<file path="config.mk">
export PLATFORM = sky130hd
export DESIGN_NAME = timestamp_capture
export DESIGN_NICKNAME = d
export VERILOG_FILES = /design/src/rtl/timestamp_capture.sv
export SDC_FILE = /design/constraint.sdc
export NUM_CORES = 1
export LEC_CHECK = 0
export ABC_AREA = 1
export CORE_MARGIN = 1
export CORE_UTILIZATION = 40
export DETAILED_ROUTE_END_ITERATION = 12
export HOLD_SLACK_MARGIN = 0.03
export PLACE_DENSITY = 0.7
export REMOVE_ABC_BUFFERS = 1
export SLEW_MARGIN = 20
export SYNTH_ARGS = -nofsm -noshare
export SYNTH_HDL_FRONTEND = slang
export SYNTH_SLANG_ARGS = --single-unit
</file>
<file path="constraint.sdc">
create_clock -name clk -period 3.95 [get_ports clk]
set_input_delay 0.395 -clock clk [delete_from_list [all_inputs] [get_ports clk]]
set_output_delay 0.395 -clock clk [all_outputs]
set_load 0.05 [all_outputs]
</file>
<file path="src/rtl/timestamp_capture.sv">
// Captures the free-running counter on rising edges of event_in and queues the
// timestamps in a small first-word-fall-through FIFO with overflow accounting.
module timestamp_capture #(
    parameter int WIDTH = 32,
    parameter int DEPTH = 4
) (
    input  logic                     clk,
    input  logic                     rst,
    input  logic [WIDTH-1:0]         count_in,
    input  logic                     event_in,
    input  logic                     enable,
    input  logic                     clr_overflow,
    output logic [WIDTH-1:0]         ts_data,
    output logic                     ts_valid,
    input  logic                     ts_ready,
    output logic [$clog2(DEPTH):0]   level,
    output logic                     ts_overflow,
    output logic [7:0]               drop_count
);

    localparam int AW = $clog2(DEPTH);
    localparam int LW = AW + 1;
    localparam logic [LW-1:0] FULL_LEVEL = LW'(DEPTH);

    logic [WIDTH-1:0] mem_q [DEPTH];

    logic [AW-1:0] wr_ptr_q, wr_ptr_d;
    logic [AW-1:0] rd_ptr_q, rd_ptr_d;
    logic [LW-1:0] level_q, level_d;
    logic          event_prev_q, event_prev_d;
    logic          overflow_q, overflow_d;
    logic [7:0]    drop_count_q, drop_count_d;

    logic edge_det;
    logic pop;
    logic push;
    logic drop;

    always_comb begin
        edge_det = event_in & ~event_prev_q;
        pop      = (level_q != '0) & ts_ready;
        // A full FIFO still accepts a push when the head leaves in the same cycle.
        push     = edge_det & enable & ((level_q != FULL_LEVEL) | pop);
        drop     = edge_det & enable & (level_q == FULL_LEVEL) & ~pop;

        event_prev_d = event_in;
        wr_ptr_d     = push ? wr_ptr_q + AW'(1) : wr_ptr_q;
        rd_ptr_d     = pop  ? rd_ptr_q + AW'(1) : rd_ptr_q;
        level_d      = level_q + LW'(push) - LW'(pop);

        overflow_d   = overflow_q;
        drop_count_d = drop_count_q;
        if (clr_overflow) begin
            overflow_d   = 1'b0;
            drop_count_d = 8'd0;
        end else if (drop) begin
            overflow_d = 1'b1;
            if (drop_count_q != 8'hFF) begin
                drop_count_d = drop_count_q + 8'd1;
            end
        end
    end

    // event_prev resets high so a strobe held through reset is not seen as an edge.
    always_ff @(posedge clk or posedge rst) begin
        if (rst) begin
            wr_ptr_q     <= '0;
            rd_ptr_q     <= '0;
            level_q      <= '0;
            event_prev_q <= 1'b1;
            overflow_q   <= 1'b0;
            drop_count_q <= 8'd0;
        end else begin
            wr_ptr_q     <= wr_ptr_d;
            rd_ptr_q     <= rd_ptr_d;
            level_q      <= level_d;
            event_prev_q <= event_prev_d;
            overflow_q   <= overflow_d;
            drop_count_q <= drop_count_d;
        end
    end

    always_ff @(posedge clk) begin
        if (push) begin
            mem_q[wr_ptr_q] <= count_in;
        end
    end

    assign ts_data     = mem_q[rd_ptr_q];
    assign ts_valid    = (level_q != '0);
    assign level       = level_q;
    assign ts_overflow = overflow_q;
    assign drop_count  = drop_count_q;

endmodule

</file>
### Word level (Yosys, flattened, before mapping)

Memory sizes are Yosys's and may differ from the RTL's.
Cells that the tools add are included.

| storage, ports and cells | value |
|---|---|
| flip-flop bits (word level) | 17 |
| RAM bits | 128 |
| output and inout port bits | 45 |
| memories kept | 1 |

| operators by class | value |
|---|---|
| add/sub/neg operators | 5 |
| equality and inequality tests | 3 |
| mux-type cells | 7 |
| bitwise gates (word level) | 9 |
| reduce and logical (&&, ||, !) cells | 4 |

Memories:

| name | depth | width | read ports | clocked after Yosys merged registers in | write ports | RTL line | RTL |
|---|---|---|---|---|---|---|---|
| mem_q | 4 | 32 | 1 | 0 | 1 | 25 | `logic [WIDTH-1:0] mem_q [DEPTH];` |

Operators with widths:

| cell | number |
|---|---|
| $mux W8 | 3 |
| $add A8 B1 Y8 const B | 1 |
| $ne A8 B8 Y1 const B | 1 |
| $and A1 B1 Y1 | 6 |
| $add A2 B1 Y2 const B | 2 |
| $mux W1 | 4 |
| $reduce_bool A2 Y1 | 2 |
| $add A3 B1 Y3 | 1 |
| $eq A3 B3 Y1 const B | 1 |
| $ne A3 B3 Y1 const B | 1 |
| $reduce_bool A3 Y1 | 1 |
| $sub A3 B1 Y3 | 1 |
| $not A1 Y1 | 2 |
| $reduce_and A2 Y1 | 1 |
| $or A1 B1 Y1 | 1 |

### Longest topological paths before layout

| logic depth | value |
|---|---|
| depth in word-level cells | 7 |
| mapped depth | 9 |
| gate-level depth less buffers | 9 |

### Least setup slack after synthesis

OpenSTA, ideal clock, no wires.

| path | value |
|---|---|
| kind | flip-flop to flip-flop |
| start | register level_q[1] (netlist: level[1]) |
| end | memory mem_q[0][0], enable pin |
| arrival time | 2,374 ps |
| slack | 1,155 ps |
| stages on the path, launching flop included | 5 |
| period minus slack after synthesis | 2,795 ps |
| cells stage by stage | dfrtp_1 -> inv_2 -> nand3_2 -> o21bai_4 -> nor2_1 |

| on the way | value |
|---|---|
| cells in the longest elaborated chain, start to end | 6 |
| elaborated cells between the ends (all ways) | 7 |
| classes of those cells | 1 x eq/ne; 2 x mux; 3 x bitwise; 1 x reduce/logical |

RTL lines:

| item | RTL line | RTL |
|---|---|---|
| start, declared | 29 | `logic [LW-1:0] level_q, level_d;` |
| start signal, assigned | 76 | `level_q <= level_d;` |
| $reduce_bool A3 Y1 | 41 | `pop = (level_q != '0) & ts_ready;` |
| $and A1 B1 Y1 | 41 |  |
| $or A1 B1 Y1 * | 43 | `push = edge_det & enable & ((level_q != FULL_LEVEL) \| pop);` |
| $and A1 B1 Y1 * | 43 |  |
| $mux W1 * | 84 | `if (push) begin` |
| $mux W1 (implied by the code) * | 85 | `mem_q[wr_ptr_q] <= count_in;` |
| end, declared | 25 |  |

Every way passes the cells marked *; elsewhere a longest branch is shown, timed or not.

### Final worst setup path

| path | value |
|---|---|
| start | register rd_ptr_q[0] |
| end | output port ts_data[23] |

| on the way | value |
|---|---|
| cells in the longest elaborated chain, start to end | 1 |

RTL lines:

| item | RTL line | RTL |
|---|---|---|
| start, declared | 28 | `logic [AW-1:0] rd_ptr_q, rd_ptr_d;` |
| start signal, assigned | 75 | `rd_ptr_q <= rd_ptr_d;` |
| $mem_v2 Z4 W32 | n/a |  |
| end, declared | 13 | `output logic [WIDTH-1:0] ts_data,` |

Every way passes these cells.

==> impl_metrics.csv <==
group,metric,value,unit
placement,place_congestion,0.830,
floorplan,dieArea,14900,sq um
flow_run,drv_cap,0,
clock_tree,cts_buffers,17,
timing,rsz0062_at_grt,"no",
cells_and_area,fin_cells,718,
worst_setup_path,cp_max_fo,48,
detailed_routing,avgRoutedWirePerCell,16.6,microns
cells_and_area,design_area,7350,sq um
worst_setup_path,rr_worst_depth,8,
worst_setup_path,critPathLaunchType,"flip-flop",
clock_tree,clockBufferDepth,2,
placement,dp_hpwl,7560,microns
pwr,p_per_area,787,nW/um^2
cells_and_area,final_core_util,52.5,%
detailed_routing,drt-pass1-iter-count,4,
yosys,synthesis.area,5770,sq um
timing,tightest_slew,0.759,ns
pwr,comb_power_share,41.9,%
detailed_routing,antenna_left,0,
floorplan,core.rowCount,43,
worst_setup_path,cp.required,3.56,ns
floorplan,die_h,122,microns
cells_and_area,drive_above_1_share,10.8,%
worst_setup_path,worstSetupPathType,"flip-flop to primary output",
global_routing,track_usage,17.3,%
worst_setup_path,rr_startpoint,"level[1]",
cells_and_area,syn_to_final_growth,27.5,%
yosys,synth-seq-cells,145,
clock_tree,root_buffer,"clkbuf_16",
clock_tree,insertion_delay,0.41,ns
placement,placed_cell_area,6780,sq um
yosys,async_reset_ff_share,11.7,%
floorplan,ios,83,
pwr,internal_power,3.44,mW
pwr,pwr-share-clk,26.3,%
yosys,ys_types,27,
pwr,sequentialPowerShare,31.7,%
clock_tree,clk_pin_slew,0.06,ns
clock_tree,post-cts-setup-buffer-count,0,
worst_setup_path,r2r_end,"level[2]",
clock_tree,cts_tree,"yes",
floorplan,dieWidth,122,microns
detailed_routing,dr.first_iter.drc_count,373,
cells_and_area,nets,571,
status,outcome,"completed",
pwr,power.switching,2.34,mW
yosys,yosysWarnings,0,
placement,dp.cells,686,
detailed_routing,num_vias,3685,
global_routing,grt_pass1_wl,18800,microns
yosys,seq_area_frac_synth,74.1,%
detailed_routing,routed_wl,11900,microns
global_routing,grt_max_degree,66,
cells_and_area,n_antenna_cell,0,
timing,hold_viol,0,
yosys,synth_ff_type,"edfxtp_1",
global_routing,gr-total-overflow,0,
timing,slew_headroom,49.3,%
global_routing,antenna_found_initial,0,
timing,setup_violations,0,
timing,finalWorstSetupSlack,0.727,ns
yosys,synth_edf_count,128,
clock_tree,cts_resized,0,
clock_tree,hold_buffers,0,
floorplan,core_area,14000,sq um
yosys,syn_inst,434,
timing,finalCritPeriodShare,81.6,%
pwr,ir_drop,0.657,mV
pwr,leakage,2.59,nW
worst_setup_path,worstPathArrival,2.83,ns
detailed_routing,drc,0,
clock_tree,cts.sinks,145,
timing,slew_viol_final,0,
min_path,min_path_type,"primary input to async pin",
worst_setup_path,crit_path_end_kind,"primary output",
worst_setup_path,r2r_slack,1.83,ns
global_routing,first_global_vias,3633,
clock_tree,htree_levels,4,
timing,post-route-min-period,3.22,ns
yosys,syn_avg_cell_area,13.3,sq um
timing,worst_clock_skew,0.00702,ns
floorplan,start_util,41.2,%
placement,portBuffers,82,
placement,dp_slack,1.16,ns
timing,tns,0,ns
detailed_routing,vias_per_cell,5.13,
pwr,swShare,40.5,%
timing,fmax,310,MHz
-- power by group through the flow --
stage	Combinational, mW	Clock (mW)	Sequential, mW
2_1_floorplan	1.44	0	1.99
3_3_place_gp	2.40	0	1.86
3_5_place_dp	2.44	0	1.87
4_1_cts	2.45	1.55	1.84
5_1_grt	2.59	1.62	1.84
6_report	2.42	1.52	1.83
-- kinds of logic after synthesis --
family	share of synthesized area, %
flops	74.1
simple gates	9.24
compound gates	9.83
buf+inv	4.08
fa+ha+maj	1.87
xor+xnor	0.911
-- routing by layer --
layer / up-vias / routed length, microns / global-route usage (%) / share of wire (%)
met5: - / 0 / 0 / 0
met2: 132 / 5830 / 27.9 / 49
met1: 1804 / 5250 / 21.7 / 44
met3: 8 / 745 / 5.81 / 6.3
met4: 0 / 90 / 5.72 / 0.76
li1: 1741 / - / - / -
-- area by class of cell --
| class | instances | area, sq um |
|---|---|---|
| tap | 180 | 225 |
| clock buffer | 18 | 429 |
| multi-input combinational | 244 | 1290 |
| inverter | 23 | 86.3 |
| timing repair buffer | 94 | 911 |
| sequential | 145 | 4270 |
| fill | 1191 | 6640 |
| clock inverter | 14 | 138 |
-- critical path: stages, from the launching register on --
cell,delay [ns]
dfrtp_2,0.41
inv_2,0.56
buf_4,0.34
o21ai_0,0.11
o22ai_1,0.15
clkdlybuf4s50_1,0.83
-- registers in the layout, summed over array words and instances (netlist names) --
signal	count
mem_q	128
level	3
wr_ptr_q	2
ts_overflow	1
rd_ptr_q	2
drop_count	8
event_prev_q	1
-- cell usage after synthesis (5+ instances only) --
cell type / number / area share, %
edfxtp_1: 128 / 67
nor2_1: 83 / 5.4
o21ai_0: 64 / 5.6
o22ai_1: 32 / 3.5
nand2_1: 25 / 1.6
inv_1: 20 / 1.3
dfrtp_1: 16 / 6.9
nand3_1: 11 / 0.95
clkbuf_1: 8 / 0.52
buf_6: 7 / 1.4
ha_1: 7 / 1.5
buf_2: 5 / 0.43
-- metrics by stage --
stage	power (mW)	hold WS, ns
final	5.78	0.393
after global routing	6.06	0.414
after CTS	5.83	0.405
after detailed placement	4.30	0.507
after global placement	4.26	0.497
after floorplan	3.43	0.320
-- worst max path at each step --
stage,start,end,slack (ns),cells after the start
2_1_floorplan,rd_ptr_q[0],ts_data[0],1.07,3
3_3_place_gp,rd_ptr_q[0],ts_data[23],1.20,5
3_5_place_dp,rd_ptr_q[0],ts_data[20],1.16,5
4_1_cts,rd_ptr_q[0],ts_data[23],0.70,5
5_1_grt,rd_ptr_q[0],ts_data[21],0.57,5
6_report,rd_ptr_q[0],ts_data[23],0.73,5
-- cells in the final DEF (no fill, tap or decap), types with 2 or more instances in the layout --
cell type,netlist,routed
nand3_2,2,2
clkinv_1,0,3
dfrtp_1,16,15
clkinv_4,0,2
ha_1,7,7
xnor2_1,2,2
inv_1,20,20
o22ai_1,32,32
nand2_2,2,2
a21oi_1,4,4
clkdlybuf4s50_1,0,82
nand3_1,11,11
bufinv_16,0,2
nor2_1,83,79
o21ai_0,64,64
inv_2,3,3
clkinv_2,0,3
inv_6,0,3
clkbuf_16,0,17
edfxtp_1,128,128
buf_4,2,12
nor2_4,1,5
nor2_2,2,2
nand2_1,25,25
xor2_1,4,4
(Power assumes the default switching activity.)
